===== src/rtl/coco_line_prefetch.sv =====
// Video line prefetcher: fetches one scan line from SDRAM in BURST-word requests
// into a ping-pong line buffer, trimming leading/trailing words for any alignment.
module coco_line_prefetch #(
  parameter int DATA_W = 16,
  parameter int ADDR_W = 25,
  parameter int BUF_AW = 9,
  parameter int BURST  = 2,
  parameter int OFFS_W = 10
) (
  input  logic              fast_clk,
  input  logic              RESET_N,
  input  logic              LINE_START,
  input  logic [ADDR_W-1:0] LINE_BASE,
  input  logic [OFFS_W-1:0] HOR_OFFSET,
  input  logic [BUF_AW:0]   WORD_COUNT,
  input  logic [1:0]        WRAP_SEL,
  output logic              SDRAM_VID_REQ,
  output logic [ADDR_W-1:0] SDRAM_VID_ADDR,
  input  logic              SDRAM_VID_ACK,
  input  logic              SDRAM_VID_READY,
  input  logic [DATA_W-1:0] SDRAM_DOUT,
  output logic [BUF_AW:0]   BUFF_ADD,
  output logic [DATA_W-1:0] BUFF_DATA_O,
  output logic              BUFFER_WRITE,
  output logic              FILL_BANK,
  output logic              LINE_DONE,
  output logic              OVERRUN
);

  localparam int LOG2B = $clog2(BURST);
  // Counter width covers skip + WORD_COUNT rounded up to a whole burst.
  localparam int CW    = BUF_AW + 2;

  typedef enum logic [2:0] {IDLE, ISSUE, WAIT_ACK, DRAIN, DONE} state_t;
  state_t state, state_nxt;

  logic [ADDR_W-1:0] base_r;
  logic [1:0]        wrap_r;
  logic [CW-1:0]     skip_r, end_r, req_total, beat_total;
  logic [OFFS_W-1:0] fetch_off;
  logic [CW-1:0]     req_cnt, beat_cnt;
  logic [BUF_AW-1:0] wr_idx;
  logic              req_r, fill_bank_r, overrun_r, line_done_c;
  logic [ADDR_W-1:0] addr_r;

  logic              keep_p0;
  logic              wr_vld_p1;
  logic [DATA_W-1:0] wr_data_p1;
  logic [BUF_AW:0]   wr_add_p1;

  logic [OFFS_W-1:0] lo_mask;
  logic [CW-1:0]     skip_in, end_in, reqs_in;

  function automatic logic [OFFS_W-1:0] wrap_mask(input logic [1:0] sel);
    int w;
    logic [OFFS_W-1:0] m;
    case (sel)
      2'd0:    w = 7;
      2'd1:    w = 8;
      2'd2:    w = 9;
      default: w = OFFS_W;
    endcase
    for (int i = 0; i < OFFS_W; i++) m[i] = (i < w);
    return m;
  endfunction

  function automatic logic [ADDR_W-1:0] line_addr(input logic [ADDR_W-1:0] base,
                                                  input logic [OFFS_W-1:0] off,
                                                  input logic [1:0]        sel);
    logic [OFFS_W-1:0] woff;
    woff = off & wrap_mask(sel);
    return base + (ADDR_W'(woff) << 1);
  endfunction

  assign lo_mask = OFFS_W'(BURST - 1);
  assign skip_in = CW'(HOR_OFFSET & lo_mask);
  assign end_in  = skip_in + CW'(WORD_COUNT);
  assign reqs_in = (end_in + CW'(BURST - 1)) >> LOG2B;

  always_ff @(posedge fast_clk) begin
    if (!RESET_N) state <= IDLE;
    else          state <= state_nxt;
  end

  always_comb begin
    state_nxt   = state;
    line_done_c = 1'b0;
    case (state)
      IDLE:     if (LINE_START) state_nxt = (WORD_COUNT == '0) ? DONE : ISSUE;
      ISSUE:    state_nxt = WAIT_ACK;
      WAIT_ACK: if (SDRAM_VID_ACK)
                  state_nxt = (req_cnt + CW'(1) == req_total) ? DRAIN : ISSUE;
      DRAIN:    if (beat_cnt == beat_total) state_nxt = DONE;
      DONE: begin
        line_done_c = 1'b1;
        state_nxt   = IDLE;
      end
      default:  state_nxt = IDLE;
    endcase
  end

  // Line geometry is only meaningful while a line is active, so it is not reset.
  always_ff @(posedge fast_clk) begin
    if (state == IDLE && LINE_START) begin
      base_r     <= LINE_BASE;
      wrap_r     <= WRAP_SEL;
      skip_r     <= skip_in;
      end_r      <= end_in;
      req_total  <= reqs_in;
      beat_total <= reqs_in << LOG2B;
    end
  end

  // Beats are counted only inside a line; stale returns after reset fall on IDLE.
  assign keep_p0 = SDRAM_VID_READY && (state != IDLE) &&
                   (beat_cnt >= skip_r) && (beat_cnt < end_r);

  always_ff @(posedge fast_clk) begin
    if (!RESET_N) begin
      req_r       <= 1'b0;
      addr_r      <= '0;
      fill_bank_r <= 1'b0;
      overrun_r   <= 1'b0;
      fetch_off   <= '0;
      req_cnt     <= '0;
      beat_cnt    <= '0;
      wr_idx      <= '0;
      wr_vld_p1   <= 1'b0;
      wr_data_p1  <= '0;
      wr_add_p1   <= '0;
    end else begin
      overrun_r <= LINE_START && (state != IDLE);
      if (state == IDLE && LINE_START) begin
        fill_bank_r <= ~fill_bank_r;
        fetch_off   <= HOR_OFFSET & ~lo_mask;
        req_cnt     <= '0;
        beat_cnt    <= '0;
        wr_idx      <= '0;
      end
      if (state == ISSUE) begin
        req_r  <= 1'b1;
        addr_r <= line_addr(base_r, fetch_off, wrap_r);
      end
      if (state == WAIT_ACK && SDRAM_VID_ACK) begin
        req_r     <= 1'b0;
        req_cnt   <= req_cnt + CW'(1);
        fetch_off <= fetch_off + OFFS_W'(BURST);
      end
      if (SDRAM_VID_READY && state != IDLE) beat_cnt <= beat_cnt + CW'(1);
      // p0 -> p1: kept beat registered into the buffer write port
      wr_vld_p1 <= keep_p0;
      if (keep_p0) begin
        wr_data_p1 <= SDRAM_DOUT;
        wr_add_p1  <= {fill_bank_r, wr_idx};
        wr_idx     <= wr_idx + BUF_AW'(1);
      end
    end
  end

  assign SDRAM_VID_REQ  = req_r;
  assign SDRAM_VID_ADDR = addr_r;
  assign BUFF_ADD       = wr_add_p1;
  assign BUFF_DATA_O    = wr_data_p1;
  assign BUFFER_WRITE   = wr_vld_p1;
  assign FILL_BANK      = fill_bank_r;
  assign LINE_DONE      = line_done_c;
  assign OVERRUN        = overrun_r;

endmodule


===== config.mk =====
export PLATFORM = sky130hd
export DESIGN_NAME = coco_line_prefetch
export DESIGN_NICKNAME = d
export VERILOG_FILES = /design/src/rtl/coco_line_prefetch.sv
export SDC_FILE = /design/constraint.sdc
export NUM_CORES = 1
export LEC_CHECK = 0
export BUFFER_PORTS_ARGS = -buffer_cell sky130_fd_sc_hd__buf_2
export CORE_AREA = 2 2 126 128
export CTS_CLUSTER_SIZE = 24
export DETAILED_ROUTE_END_ITERATION = 10
export DIE_AREA = 0 0 128 130
export PLACE_DENSITY = 0.76
export SYNTH_ARGS = -nofsm -noshare
export SYNTH_HDL_FRONTEND = slang
export SYNTH_SLANG_ARGS = --single-unit

===== constraint.sdc =====
create_clock -name fast_clk -period 3.17 [get_ports fast_clk]
set_input_delay 0.634 -clock fast_clk [delete_from_list [all_inputs] [get_ports fast_clk]]
set_output_delay 0.634 -clock fast_clk [all_outputs]
set_load 0.02 [all_outputs]

==> run metrics <==
worst hold path endpoint=base_r[5]; Clock Pin Slew Worst Setup and Hold Paths=0.07 ns; Reg-to-Reg Start=beat_cnt[4]; Slew @ Worst Pin=0.820 ns; top cell type's share of synthesized area=25.7%; final setup fails=0; DR DRC count=0; worst r2r path cells=8; Fin. Hold Viols=0; Slew Limit Fails=0; setup ws final=0.528 ns; Peak supply drop=0.372 mV; Synth-to-Final Area Change=18.0%; Max Clock Skew=0.0103 ns; GRT Residual Overflow=0; Port Buffers=123; end of the worst register-to-register path=BUFF_DATA_O[8]; hold path depth=1; Post-CTS Resized=0; r2r setup slk=0.53 ns; wire per inst=15.4 um; post-route minimum period=2.64 ns; required time worst endpoint=around 3.5 ns; # rows=46; dominant cell type by area after synthesis=dfxtp_1; Die X=128 um; crit path max fanout=29; Hold-fix buffers, CTS=0; Main synth FF type=dfxtp_1; nets=1036; Peak Freq=roughly 380 MHz; Netlist cell types=80; share of post-route cells with drive strength above 1=19.3%; Rel. slew slack=45.3%; Die Footprint=0.0166 mm^2; die height=about 130 um; EDFF count, synth=49; number of global-route vias before repair=~6000; CP Class=reg -> reg; Area contributors post-synth=dfxtp_1 26%, edfxtp_1 19%, nand2_1 5.3%, ha_1 4.4%, a21oi_1 4.3%; DRT antenna net count=0; hold path start=LINE_BASE[5]; Initial Util=49.5%; PwrDens=547 mW/mm^2; Avg Inst Size Synth=9.20 um^2; post-synthesis sequential area ratio=45.0%; Syn Inst Count=830; startpoint types=flop; worst setup slack after placement=0.322 ns; gr usage total=21.6%; Fin Hold WS=0.377 ns; IO Count=124; hpwl dp=12800 um; largest net degree at the start of global routing=72; crit end category=flop; Worst EP arrival=2.99 ns; status=finished clean; antenna cells=0; Clock Tree Buf Depth=2; fin crit share=a little over four fifths; asr flop ratio synth=0%; Post-Syn Area=0.00763 mm^2; Initial DRT Pass Iterations=5; Lkg Pwr=3.72 nW; Post-CTS Repair Setup Buffers=0; first-pass GRT wire length=28700 um; RSZ-0062 raised after global routing=no; Clock Sinks=147; H-tree levels=4; #FFs+latches synth=147; Skew-Pair Late Insertion Delay=0.43 ns; Post-Route WL=17700 um; TritonCTS buffer count=17; synth warn=0; setup TNS=0 ns; worst min-delay path class=in -> reg; CTS root buffer=clkbuf_16; Final GP Congestion=0.873; Core Area=approximately 0.015 mm^2; Synth Net Count=a little over 900; MaxCap Viol Count=0; Initial DRC Count=around 510; CTS tree=yes; antenna violations before repair=1; post-DR vias/cell=around 5.6; vias after detailed routing=6446
## flip-flops by register name, summed over array words and instances (netlist names)
register,cells
BUFFER_WRITE,1
BUFF_ADD,10
BUFF_DATA_O,16
FILL_BANK,1
OVERRUN,1
SDRAM_VID_ADDR,25
SDRAM_VID_REQ,1
base_r,25
beat_cnt,11
beat_total,10
end_r,11
fetch_off,9
req_cnt,11
skip_r,1
state,3
wr_idx,9
wrap_r,2
## report_power, final
group | leakage (nW) | total [mW] | internal, mW | switching, mW
Sequential | 1.27 | 2.18 | 2.09 | 0.0925
Clock | 0.289 | 2.06 | 1.25 | 0.814
Combinational | 2.16 | 0.692 | 0.262 | 0.430
## area by class of cell
type                            instances  area (um^2)
Clock buffer                           18          429
Clock inverter                         14          176
Fill cell                            1335         6410
Inverter                               29          109
Multi-Input combinational cell        606         3860
Sequential cell                       147         3430
Tap cell                              192          240
Timing Repair Buffer                  139          761
## cells in the mapped netlist (5+ instances only)
cell type / instances
a21o_1: 5
a21oi_1: 65
a22oi_1: 5
a31oi_1: 8
and2_1: 7
and3_1: 14
buf_4: 6
clkbuf_1: 32
dfxtp_1: 98
edfxtp_1: 49
ha_1: 27
inv_1: 28
mux2i_1: 30
nand2_1: 107
nand3_1: 48
nand4_1: 11
nand4b_1: 7
nor2_1: 51
nor3_1: 21
nor4_1: 9
nor4b_1: 5
o211ai_1: 5
o21a_1: 6
o21ai_0: 39
or3_1: 9
xnor2_1: 27
xor2_1: 26
## metrics by stage
stage               area, um^2  power, mW  std cells  util, %
floorplan                 7640       2.67        830        -
global placement          8410       2.89       1113     54.5
detailed placement        8410       2.90       1113     54.5
CTS                       9010       4.97       1145     58.4
global route              9010       5.15       1145     58.4
finish                    9010       4.93       1145     58.4
## how the worst max path moves through the flow
| stage | from | end | slack, ns |
|---|---|---|---|
| finish | beat_cnt[4] | BUFF_DATA_O[8] | 0.53 |
| global placement | HOR_OFFSET[0] | beat_total[9] | 0.39 |
| CTS | beat_cnt[4] | BUFF_DATA_O[8] | 0.56 |
| floorplan | HOR_OFFSET[0] | beat_total[9] | 0.64 |
| detailed placement | HOR_OFFSET[0] | beat_total[9] | 0.32 |
| global route | beat_cnt[4] | BUFF_DATA_O[8] | 0.34 |
## worst max-delay path, cell delays in order, from the launching register on
cell	delay, ns
dfxtp_1	0.48
ha_1	0.30
a21o_1	0.18
a211o_1	0.28
a41oi_1	0.27
o21ai_1	0.31
a21oi_4	0.26
buf_12	0.23
mux2i_1	0.22
## per-layer routing
metal	vias up	global-route usage, %	part of all wire (%)
met3	22	5.21	5.7
met4	2	6.46	1.3
met1	3003	29.2	47
met5	-	0	0.091
li1	3232	-	-
met2	187	34.7	46
## cells in the final DEF, fill, tap and decap left out, drive strengths merged, types with 12 or more instances in the layout
cell,synthesis,final
dfxtp,98,98
nor3,21,21
inv,29,34
o21ai,41,41
and3,14,14
ha,27,27
xor2,26,26
clkbuf,34,18
buf,13,139
nand3,49,49
a21oi,65,65
xnor2,27,27
edfxtp,49,49
or3,12,12
nor2,51,51
nand2,108,108
mux2i,30,30
## kinds of logic after synthesis
family,count (synthesis),share of synthesized area [%]
AO/OA/AOI/OAI,181,15.4
XOR/XNOR,53,6.08
adder cells (fa/ha/maj),28,4.69
buffers and inverters,77,4.59
flip-flops,147,45.0
multiplexers,31,4.08
other,1,0.0491
AND/OR/NAND/NOR,312,20.1
Power figures use the tool's default switching activity.
